**src/rtl/rv_fetch_queue.sv**
```systemverilog
// Instruction-fetch front end: issues pipelined word reads under a credit limit and
// buffers returned words with their PCs in a first-word-fall-through queue for decode.
module rv_fetch_queue #(
  parameter int unsigned DEPTH    = 4,
  parameter logic [31:0] RESET_PC = 32'h0
) (
  input  logic        clk_i,
  input  logic        rst_i,
  output logic [31:0] im_addr_o,
  output logic        im_rd_o,
  input  logic        im_busy_i,
  input  logic [31:0] im_data_i,
  input  logic        im_valid_i,
  input  logic        x_bra_i,
  input  logic [31:0] x_pc_bra_i,
  output logic        f_valid_o,
  output logic [31:0] f_ir_o,
  output logic [31:0] f_pc_o,
  input  logic        d_ready_i
);

  localparam int unsigned AW = $clog2(DEPTH);
  localparam int unsigned CW = AW + 1;

  logic [31:0]   req_pc, rsp_pc;
  logic [CW-1:0] count, inflight, drop, inflight_nxt;
  logic [AW-1:0] rd_ptr, wr_ptr;
  logic [CW:0]   occupancy;
  logic [31:0]   target;
  logic          accept, push, pop;

  logic [31:0] ir_mem [DEPTH];
  logic [31:0] pc_mem [DEPTH];

  assign target    = x_pc_bra_i & ~32'h3;
  assign occupancy = (CW+1)'(count) + (CW+1)'(inflight);

  // Gating with rst_i keeps the request low for the whole reset window, not just after an edge.
  assign im_rd_o   = !rst_i && !x_bra_i && (occupancy < (CW+1)'(DEPTH));
  assign im_addr_o = req_pc;
  assign accept    = im_rd_o && !im_busy_i;
  assign push      = im_valid_i && (drop == '0) && !x_bra_i;
  assign pop       = f_valid_o && d_ready_i && !x_bra_i;

  assign f_valid_o = (count != '0);
  assign f_ir_o    = f_valid_o ? ir_mem[rd_ptr] : '0;
  assign f_pc_o    = f_valid_o ? pc_mem[rd_ptr] : '0;

  always_comb begin
    inflight_nxt = inflight;
    if (accept && !im_valid_i)
      inflight_nxt = inflight + CW'(1);
    else if (!accept && im_valid_i)
      inflight_nxt = inflight - CW'(1);
  end

  always_ff @(posedge clk_i or posedge rst_i) begin
    if (rst_i) begin
      req_pc   <= RESET_PC;
      rsp_pc   <= RESET_PC;
      count    <= '0;
      inflight <= '0;
      drop     <= '0;
      rd_ptr   <= '0;
      wr_ptr   <= '0;
    end else begin
      inflight <= inflight_nxt;
      if (x_bra_i) begin
        // Everything still in flight belongs to the old stream and must be discarded.
        req_pc <= target;
        rsp_pc <= target;
        drop   <= inflight_nxt;
        count  <= '0;
        rd_ptr <= '0;
        wr_ptr <= '0;
      end else begin
        if (accept)
          req_pc <= req_pc + 32'd4;
        if (im_valid_i && (drop != '0))
          drop <= drop - CW'(1);
        if (push) begin
          rsp_pc <= rsp_pc + 32'd4;
          wr_ptr <= wr_ptr + AW'(1);
        end
        if (pop)
          rd_ptr <= rd_ptr + AW'(1);
        if (push && !pop)
          count <= count + CW'(1);
        else if (!push && pop)
          count <= count - CW'(1);
      end
    end
  end

  always_ff @(posedge clk_i) begin
    if (push) begin
      ir_mem[wr_ptr] <= im_data_i;
      pc_mem[wr_ptr] <= rsp_pc;
    end
  end

endmodule
```
**config.mk**
```make
export PLATFORM = sky130hd
export DESIGN_NAME = rv_fetch_queue
export DESIGN_NICKNAME = d
export VERILOG_FILES = /design/src/rtl/rv_fetch_queue.sv
export SDC_FILE = /design/constraint.sdc
export NUM_CORES = 1
export LEC_CHECK = 0
export BUFFER_PORTS_ARGS = -buffer_cell sky130_fd_sc_hd__buf_2
export CORE_MARGIN = 10
export CORE_UTILIZATION = 40
export CTS_CLUSTER_SIZE = 10
export DETAILED_ROUTE_END_ITERATION = 16
export PLACE_DENSITY = 0.7
export RECOVER_POWER = 50
export SLEW_MARGIN = 20
export SYNTH_ARGS = -nofsm -noshare
export SYNTH_HDL_FRONTEND = slang
export SYNTH_SLANG_ARGS = --single-unit
```
**constraint.sdc**
```tcl
create_clock -name clk_i -period 3.76 [get_ports clk_i]
set_input_delay 0.188 -clock clk_i [delete_from_list [all_inputs] [get_ports clk_i]]
set_output_delay 0.188 -clock clk_i [all_outputs]
set_load 0.01 [all_outputs]
```
==> out/qor.yml <==
slew_headroom_pct: -46.1
ys_types: 53
num_vias: 8216
maxSlewViolCount: 75
ir_drop_mv: 0.347
drc_errors: 0
routabilityCongestion: 0.825
total_power_mw: 9.60
synth_warnings: 0
cts_root_buffer: "clkbuf_16"
finalHoldViolations: 0
postRouteAntennaNets: 0
cap_violations: 2
drt-pass1-iter-count: 5
required_ns: 4.13
syn_area_um2: 13600
pre_cts_ws_ns: 1.08
path_cells: "or3_2 -> clkbuf_2 -> nand2_1 -> and3_1 -> fa_1 -> a211o_1 -> o21ai_0 -> xnor2_1 -> nor2_1"
overflow: 0
grt_pass1_vias: 8581
grt_max_degree: 67
violations: "capacitance limit, slew limit"
numCtsBuffers: 38
worst_pin_slew_ns: 2.19
power_density_nw_per_um2: 581
cts_tree: "done"
grt_usage_pct: 14.7
synth_edf_count: 248
synth_seq_cells: 321
rsz0062_at_grt: "no"
startpoint_type: "flop"
n_antenna_cell: 0
post-route-util_pct: 49.3
setup_ws_ns: 0.766
routed_via_density: 5.29
dp_hpwl_mm: 19.5
yosysTopAreaCell: "edfxtp_1"
syn_inst: 852
ctsHtreeMaxLevel: 2
fin_crit_sh_pct: 79.6
synth.top_cells.by_area: "edfxtp_1 (55%), dfrtp_1 (13%), mux4_2 (10%), and2_1 (2.9%), xnor2_1 (1.9%)"
drtIter0Drc: 476
synth_top_area_share_pct: 54.7
coreArea_um2: 33500
path_max_fanout: 66
path_clk_slew_ns: 0.06
start_util_pct: 40.6
yosysMostFrequentCell: "edfxtp_1"
cts_sinks: 321
p_leak_nw: 5.81
instances_no_fill: 1553
wl_mm: 30.4
fin_tns_setup_ns: 0
grt_pass1_wl_mm: 48.7
io_buffers: 161
hold_ws_ns: 0.119
area_delta_synth_final_pct: 21.5
setup_viol: 0
end_kind: "flop"
status: "complete, but fails checks"
synthTopCellsByCount: "edfxtp_1 (248), dfrtp_1 (73), and2_1 (64)"
async_reset_ff_share_pct: 22.7
rows: 67
clock_skew_ns: 0.0139
cpPeakStageDelay_ns: 0.84
hp-class: "in -> reg"
max_freq_mhz: 334
worst_path_max_delay_cell: "clkbuf_2"
min_period_ns: 2.99
wl_per_cell_um: 19.5
placed_area_um2: 15000
post_cts_resized: 0
antenna_found_initial: 1
ios: 168
die_w_um: 204
critPathKind: "reg -> reg"
dp.cells: 1434
drive_gt1_share_pct: 21.6
synth_area_per_cell_um2: 16.0
ys_seq_area_share_pct: 68.2
final_area_um2: 16500
cts_buffer_depth: 3
fp.dieH_um: 204
nNetsFinal: 1171
crit_arrival_ns: 3.36
synth_ff_type: "edfxtp_1"
clkLatencyLatePin_ns: 0.52
dieArea_um2: 41800
critical path, delay by kind of cell, from the launching register on:
family	cells	cell delay, ns
buf+inv	1	0.84
simple gates	4	0.77
flops	1	0.41
fa+ha+maj	1	0.38
compound gates	2	0.32
xor+xnor	1	0.14
routing by layer:
layer / wire length, µm / GRT usage, % / vias to the layer above
met4: 432 / 3.46 / 2
met2: 14200 / 23.1 / 299
met3: 2180 / 3.49 / 42
li1: - / - / 3724
met1: 13600 / 20.1 / 4149
met5: 11 / 0 / -
power by group:
group          internal, mW  switching (mW)
clock                  1.85            1.31
sequential             4.05           0.264
combinational         0.988            1.14
cell families (layout without fill, tap and decap cells):
group | after synthesis | after routing | synth area share (%)
AND/OR/NAND/NOR | 238 | 238 | 9.91
AO/OA/AOI/OAI | 91 | 91 | 4.33
adder cells (fa/ha/maj) | 13 | 13 | 1.25
multiplexers | 73 | 73 | 11.1
XOR/XNOR | 45 | 45 | 2.90
flip-flops | 321 | 321 | 68.2
other | 1 | 4 | 0.0276
buffers and inverters | 70 | 320 | 2.26
sequential cells by signal, indices dropped and copies added, names as in the netlist:
register   count
ir_mem       128
wr_ptr         2
rd_ptr         2
inflight       3
im_addr_o     30
rsp_pc        30
pc_mem       120
count          3
drop           3
final timing paths:
path,start,end,slack (ns),cells after the start
worst min register to register,inflight[2],inflight[2],0.52,1
worst max-delay path,count[0],count[2],0.77,9
min in group asynchronous,rst_i,im_addr_o[22],0.95,4
max in group asynchronous,rst_i,rd_ptr[0],1.12,4
worst max register to register,count[0],count[2],0.77,9
worst min-delay path,d_ready_i,rd_ptr[0],0.12,4
area by class of cell:
cell class	instances	area (µm²)
multi-input combinational	464	4020
fill	2850	17000
timing repair buffer	240	1530
clock buffer	53	1010
inverter	23	86.3
tap	448	561
clock inverter	4	38.8
sequential	321	9280
timing repair:
action,in CTS,in global routing
endpoints found under the hold margin,256,0
hold buffers,62,0
buffers inserted,0,0
endpoints found under the setup margin,0,0
placed cells by master, fill, tap and decap left out, types with 15 or more instances in the layout:
cell type / count
edfxtp_1: 248
buf_2: 98
clkbuf_1: 82
dfrtp_1: 71
and2_1: 64
mux4_2: 62
dlygate4sd3_1: 62
nand2_1: 57
clkbuf_16: 38
o21ai_0: 31
xnor2_1: 30
nand3_1: 25
nor2_1: 22
inv_1: 22
nand4_1: 18
xor2_1: 15
Note: power is estimated with default switching activity, not from simulation.
